File: src/rtl/dmem_pkg.sv
// dmem_pkg: shared widths, FSM states and master indices for the data-memory arbiter
package dmem_pkg;
    localparam int ADDR_W = 30;
    localparam int DATA_W = 32;
    typedef enum logic [1:0] {IDLE, BUSY, RESP} state_t;
    localparam logic M0 = 1'b0;
    localparam logic M1 = 1'b1;
endpackage

File: src/rtl/dmem_arbiter_rr_arb2.sv
// rr_arb2: two-way round-robin picker; on a tie the master that did not win last wins
module rr_arb2
    import dmem_pkg::*;
(
    input  logic [1:0] req,
    input  logic       last_gnt,
    output logic       gnt,
    output logic       valid
);
    assign valid = |req;
    assign gnt   = &req ? ~last_gnt : req[M1];
endmodule

File: src/rtl/dmem_arbiter.sv
// dmem_arbiter: serialises CPU (M0) and DMA (M1) accesses onto the single-port data memory
module dmem_arbiter
    import dmem_pkg::*;
#(
    parameter int ADDR_W = dmem_pkg::ADDR_W,
    parameter int DATA_W = dmem_pkg::DATA_W
) (
    input  logic              clk,
    input  logic              rst,
    input  logic              m0_ren,
    input  logic              m0_wen,
    input  logic [ADDR_W-1:0] m0_addr,
    input  logic [DATA_W-1:0] m0_wdata,
    output logic [DATA_W-1:0] m0_rdata,
    output logic              m0_stall,
    input  logic              m1_ren,
    input  logic              m1_wen,
    input  logic [ADDR_W-1:0] m1_addr,
    input  logic [DATA_W-1:0] m1_wdata,
    output logic [DATA_W-1:0] m1_rdata,
    output logic              m1_stall,
    output logic              s_ren,
    output logic              s_wen,
    output logic [ADDR_W-1:0] s_addr,
    output logic [DATA_W-1:0] s_wdata,
    input  logic [DATA_W-1:0] s_rdata,
    input  logic              s_ready,
    output logic [15:0]       conflict_cnt
);
    state_t state, state_n;
    logic last_gnt, last_gnt_n, gnt, gnt_valid, cap;
    logic [1:0] req;
    logic s_ren_n, s_wen_n;
    logic [ADDR_W-1:0] s_addr_n;
    logic [DATA_W-1:0] s_wdata_n, m0_rdata_n, m1_rdata_n;
    logic [15:0] cnt, cnt_n;

    assign req          = {m1_ren | m1_wen, m0_ren | m0_wen};
    assign m0_stall     = req[M0] & ~(state == RESP & last_gnt == M0);
    assign m1_stall     = req[M1] & ~(state == RESP & last_gnt == M1);
    assign conflict_cnt = cnt;

    rr_arb2 u_arb (.req(req), .last_gnt(last_gnt), .gnt(gnt), .valid(gnt_valid));

    // last_gnt doubles as the grantee index while BUSY/RESP
    always_comb begin
        state_n    = state;
        last_gnt_n = last_gnt;
        s_ren_n    = s_ren;
        s_wen_n    = s_wen;
        s_addr_n   = s_addr;
        s_wdata_n  = s_wdata;
        cap        = 1'b0;
        case (state)
            IDLE: if (gnt_valid) begin
                state_n    = BUSY;
                last_gnt_n = gnt;
                s_wen_n    = gnt ? m1_wen : m0_wen;
                s_ren_n    = gnt ? m1_ren & ~m1_wen : m0_ren & ~m0_wen;
                s_addr_n   = gnt ? m1_addr : m0_addr;
                s_wdata_n  = gnt ? m1_wdata : m0_wdata;
            end
            BUSY: if (s_ready) begin
                state_n = RESP;
                s_ren_n = 1'b0;
                s_wen_n = 1'b0;
                cap     = s_ren;
            end
            default: state_n = IDLE;
        endcase
        m0_rdata_n = cap && last_gnt == M0 ? s_rdata : m0_rdata;
        m1_rdata_n = cap && last_gnt == M1 ? s_rdata : m1_rdata;
        cnt_n      = state == IDLE && &req && ~&cnt ? cnt + 16'd1 : cnt;
    end

    always_ff @(posedge clk) begin
        if (!rst) begin
            state    <= IDLE;
            last_gnt <= M1;
            s_ren    <= 1'b0;
            s_wen    <= 1'b0;
            s_addr   <= '0;
            s_wdata  <= '0;
            m0_rdata <= '0;
            m1_rdata <= '0;
            cnt      <= '0;
        end else begin
            state    <= state_n;
            last_gnt <= last_gnt_n;
            s_ren    <= s_ren_n;
            s_wen    <= s_wen_n;
            s_addr   <= s_addr_n;
            s_wdata  <= s_wdata_n;
            m0_rdata <= m0_rdata_n;
            m1_rdata <= m1_rdata_n;
            cnt      <= cnt_n;
        end
    end
endmodule

File: config.mk
export PLATFORM = sky130hd
export DESIGN_NAME = dmem_arbiter
export DESIGN_NICKNAME = d
export VERILOG_FILES = /design/src/rtl/dmem_pkg.sv /design/src/rtl/dmem_arbiter_rr_arb2.sv /design/src/rtl/dmem_arbiter.sv
export SDC_FILE = /design/constraint.sdc
export NUM_CORES = 1
export LEC_CHECK = 0
export CORE_UTILIZATION = 40
export DETAILED_ROUTE_END_ITERATION = 6
export MAX_ROUTING_LAYER = met4
export PLACE_DENSITY = 0.88
export SLEW_MARGIN = 20
export SYNTH_ARGS = -nofsm -noshare
export SYNTH_HDL_FRONTEND = slang
export SYNTH_HIERARCHICAL = 1
export SYNTH_SLANG_ARGS = --single-unit
export TNS_END_PERCENT = 50
File: constraint.sdc
create_clock -name clk -period 2.61 [get_ports clk]
set_clock_uncertainty 0.05 [all_clocks]
set_input_delay 0.6525 -clock clk [delete_from_list [all_inputs] [get_ports clk]]
set_output_delay 0.6525 -clock clk [all_outputs]
set_load 0.005 [all_outputs]
# Word-level counts from Yosys, hierarchy flattened
# Index checks and enable logic that the tools add are counted.
# totals
elab_cells	55
inputBits	163
out_inout_bits	146
regBits	147
# classes
bitwise	13
n_eq_ne	4
n_reduce_logical	13
n_addsub	1
n_mux	15
# ops
op	n
32-bit two-way mux	1
30-bit two-way mux	1
16-bit by 1-bit adder with 16-bit output (second input constant)	1
16-bit AND reduction	1
1-bit two-way mux	8
1-bit bitwise AND	6
2-bit AND reduction	3
1-bit NOT	5
1-bit logical AND	4
2-bit two-way mux	2
2-bit inequality test (second input constant)	2
1-bit one-hot mux with 2 select lines	2
2-bit one-hot mux with 2 select lines	1
3-bit AND reduction	1
2-bit by 1-bit equality test with 1-bit output (second input constant)	1
2-bit equality test (second input constant)	1
2-bit logical NOT	1
1-bit bitwise OR	2
2-bit nonzero test	1
2-bit OR reduction	1
1-bit logical NOT	1

# Logic depth before layout (Yosys ltp)
# logic_depth
ltp_word	6
mapped_depth	9
mapped_depth_nobuf	7

# Cells and area by module
# The synthesis kept the hierarchy.
# modules_own_cells
mod	seq_area_each_um2	instances	cells_per_inst	area_per_inst_um2
dmem_arbiter	2942.8	1	692	5978.2
rr_arb2	0.0	1	2	13.8

# Worst setup path before layout
# OpenSTA, ideal clock, no wires.
# synth_timing
path_kind	input-to-reg
startpoint	input m0_ren
endpoint	register s_addr[0]
required_time_ns	2.423
stages	7
setup_ns	0.137
n_path_buf	3
arrival_ns	2.097
slack_ns	0.325
cell_sequence	or2_2 -> a21boi_1 -> clkbuf_1 -> clkbuf_1 -> buf_2 -> mux2i_1 -> a211oi_1
# synth_via
elab_chain_len	4
elab_cells_between_ends	6
classes_between	2 x mux; 1 x bitwise; 3 x reduce/logical
# synth_lines
element	line_no	rtl
start, declared	dmem_arbiter.sv:10	input logic m0_ren,
1-bit bitwise OR	dmem_arbiter.sv:38	assign req = {m1_ren | m1_wen, m0_ren | m0_wen};
2-bit AND reduction	dmem_arbiter_rr_arb2.sv:11	assign gnt = &req ? ~last_gnt : req[M1];
1-bit two-way mux	dmem_arbiter_rr_arb2.sv:11	
named net gnt	dmem_arbiter.sv:31	logic last_gnt, last_gnt_n, gnt, gnt_valid, cap;
30-bit two-way mux	dmem_arbiter.sv:60	s_addr_n = gnt ? m1_addr : m0_addr;
end signal, assigned	dmem_arbiter.sv:92	s_addr <= s_addr_n;
end, declared	dmem_arbiter.sv:24	output logic [ADDR_W-1:0] s_addr,
# The timed path passes the listed nets, and every way through them passes these cells.
# A chain may end at the register's enable or synchronous reset.

# Worst setup path in the final report
# layout_timing
startpoint	input m0_wen
endpoint	output m0_stall
# layout_via
elab_chain_len	2
# layout_lines
element	line_no	rtl
start, declared	dmem_arbiter.sv:11	input logic m0_wen,
1-bit bitwise OR	dmem_arbiter.sv:38	
named net req[0]	dmem_arbiter.sv:32	logic [1:0] req;
1-bit bitwise AND	dmem_arbiter.sv:39	assign m0_stall = req[M0] & ~(state == RESP & last_gnt == M0);
end, declared	dmem_arbiter.sv:15	output logic m0_stall,
# The timed path passes the listed nets, and every way through them passes these cells.

==> reports/results.ini <==
[drt]
drt_iter0_drc = 220
firstDrtPassIters = 4
avgViaCountPerCell = 5.09
drc = 0
vias = 6098
wire_per_inst_um = 15.6
wirelength_um = 18700
ant_nets = 0

[power_and_ir_drop]
power_switching_mw = 1.53
pwr-share-clk = 0.408
p_int_mw = 4.59
pwr_density_cell_nw_per_um2 = 606
seq_power_share = 0.403
comb_power_share = 0.188
p_leak_nw = 3.66
p_sw_frac = 0.250
p_total_mw = 6.12
irDropWorstVdd_mv = 0.476

[clocking]
worstSkewPairLatency_ns = 0.42
cts_buffers = 17
cts_sinks = 147
root_buffer = clkbuf_16
postCtsSetupBuffers = 0
ctsHtreeMaxLevel = 4
cts_tree = yes
cts_hold_buf = 0
clkTransAtPathRegs_ns = 0.06
clockBufferDepth = 2

[timing]
setup_viol = 0
tightest_slew_ns = 0.712
finalCriticalPeriod_ns = 2.54
timing.final.crit_share = 0.972
slew_headroom = 0.522
fmax_mhz = 394
fin_hold_ws_ns = 0.401
rsz0062_at_grt = false
final_max_slew_viol_count = 0
hold_violations = 0

[floorplanning]
fp-row-count = 44
fp.dieW_um = 124
io_pins = 309
dieArea_um2 = 15500
die_y_um = 124
coreArea_um2 = 14600
initial_core_util = 0.411

[finish]
layout-drive-gt1-share = 0.0751
finalInstanceArea_um2 = 10100
final_cell_mix = clkdlybuf4s50_1, dfxtp_1, nand2_1
syn2layout_area_growth_pct = 68.6
finalNetCount = 1163
multiInputGateArea_um2 = 2850
ff_latch_area_um2 = 2940
num-fill-cells = 1129
final_common_cell = clkdlybuf4s50_1

[global_route]
grt_max_degree = 52
grt-ovfl-total = 0
antenna_found_initial = 1
grt_pass1_wl_um = 29600
grt_use_total = 0.249
grt_pass1_vias = 5764

[yosys]
synth.distinct_cells = 46
avgSynthCellArea_um2 = 8.63
synth_seq_cells = 147
ys_seq_area_frac = 0.491
ys_warn_count = 6
syn_inst = 694
synth_area_um2 = 5990
synth_nets = 858

[job]
maxCapViolCount = 0

[placement]
portBuffers = 308
placed_cell_area_um2 = 9480
place.detailed.hpwl_um = 14200
place_congestion = 0.832

[critical_path]
cp.required_ns = 1.91
critPathLaunchType = primary input
cp_max_fo = 3
reg2reg_slack_ns = 0.62
cp-end-kind = output pin
arrival_ns = 1.84
criticalPathCategory = in -> out

[run_status]
status = completed

[min_path]
hold_class = reg -> reg

[power groups by stage]
stage          Combinational [mW]  Clock, mW  Sequential, mW
2_1_floorplan               0.427          0            2.52
3_3_place_gp                 1.13          0            2.51
3_5_place_dp                 1.16          0            2.51
4_1_cts                      1.16       2.53            2.47
5_1_grt                      1.24       2.66            2.48
6_report                     1.15       2.50            2.47
[through the flow]
stage | setup TNS (ns) | utilization | worst slack [ns] | instances
floorplan | 0 | - | 0.325 | 694
global placement | -21.46 | 0.650 | -0.345 | 1164
detailed placement | -26.95 | 0.650 | -0.494 | 1164
CTS | 0 | 0.691 | 0.0275 | 1196
global route | 0 | 0.693 | 0.0247 | 1197
finish | 0 | 0.693 | 0.0721 | 1197
[critical path, stage by stage]
cell and delay (ns):
clkdlybuf4s50_1 0.47, or2_4 0.28, o31a_1 0.15, dlygate4sd2_1 0.29
[repair_timing]
| action | in CTS | in global routing |
|---|---|---|
| pin swaps | 0 | 0 |
| cloned | 0 | 0 |
| endpoints found under the setup margin | 15 | 41 |
| resized for setup | 7 | 3 |
[synth_stat cells, drive strengths merged]
cell / instances / share of area
o21bai: 1 / 0.0013
o32ai: 1 / 0.0015
nor2b: 1 / 0.0010
dfxtp: 147 / 0.49
nor4: 4 / 0.0063
a21oi: 72 / 0.060
ha: 1 / 0.0021
o41ai: 1 / 0.0015
mux2: 1 / 0.0019
a31oi: 1 / 0.0010
nand3: 7 / 0.0067
a21boi: 1 / 0.0013
inv: 7 / 0.0044
clkbuf: 47 / 0.029
o22a: 1 / 0.0015
or2: 3 / 0.0031
o311a: 1 / 0.0017
o31a: 1 / 0.0015
buf: 7 / 0.0054
nor2: 72 / 0.045
a22oi: 2 / 0.0025
and3: 2 / 0.0021
o221a: 1 / 0.0019
nor3b: 1 / 0.0013
nand2b: 4 / 0.0042
or4: 6 / 0.0075
o31ai: 2 / 0.0025
and3b: 2 / 0.0031
o211ai: 1 / 0.0013
and4: 1 / 0.0015
o21ai: 5 / 0.0042
or3: 4 / 0.0042
nor4b: 1 / 0.0015
a211oi: 64 / 0.080
nand4: 7 / 0.0073
o22ai: 1 / 0.0010
nand3b: 1 / 0.0013
mux2i: 68 / 0.11
and2: 1 / 0.0010
nand2: 140 / 0.088
nor3: 3 / 0.0025
[kinds of logic (layout without fill, tap and decap cells)]
| group | count (synthesis) | count (layout) | synth area share |
|---|---|---|---|
| AND/OR/NAND/NOR | 260 | 260 | 0.187 |
| other | 0 | 1 | 0 |
| adder cells (fa/ha/maj) | 1 | 1 | 0.00209 |
| buffers and inverters | 61 | 379 | 0.0393 |
| multiplexers | 69 | 69 | 0.115 |
| flip-flops | 147 | 147 | 0.491 |
| AO/OA/AOI/OAI | 156 | 156 | 0.165 |
[area by class of cell]
type	instances	area share
Clock inverter	14	0.0176
Sequential cell	147	0.291
Tap cell	184	0.0228
Clock buffer	18	0.0425
Inverter	7	0.00285
Multi-Input combinational cell	486	0.282
Timing Repair Buffer	340	0.341
Antenna cell	1	0.000248
[flip-flops by register name, indices dropped and copies added, names as in the netlist]
signal,flops
last_gnt,1
s_wdata,32
m0_rdata,32
state,2
s_ren,1
m1_rdata,32
conflict_cnt,16
s_wen,1
s_addr,30
[final timing paths]
check | start | end | cells after the start
max | m0_wen | m0_stall | 4
min reg2reg | m0_rdata[17] | m0_rdata[17] | 2
max reg2reg | conflict_cnt[0] | conflict_cnt[14] | 5
min | m0_rdata[17] | m0_rdata[17] | 2
[per-layer routing]
layer,share of wire,up-vias,track usage,routed length [um]
met5,0,-,-,0
met4,0.035,0,0.111,663
met3,0.060,41,0.0597,1130
met2,0.50,256,0.416,9380
met1,0.40,2759,0.281,7550
li1,-,3042,-,-
No activity file was read; power rests on OpenSTA's default activity.
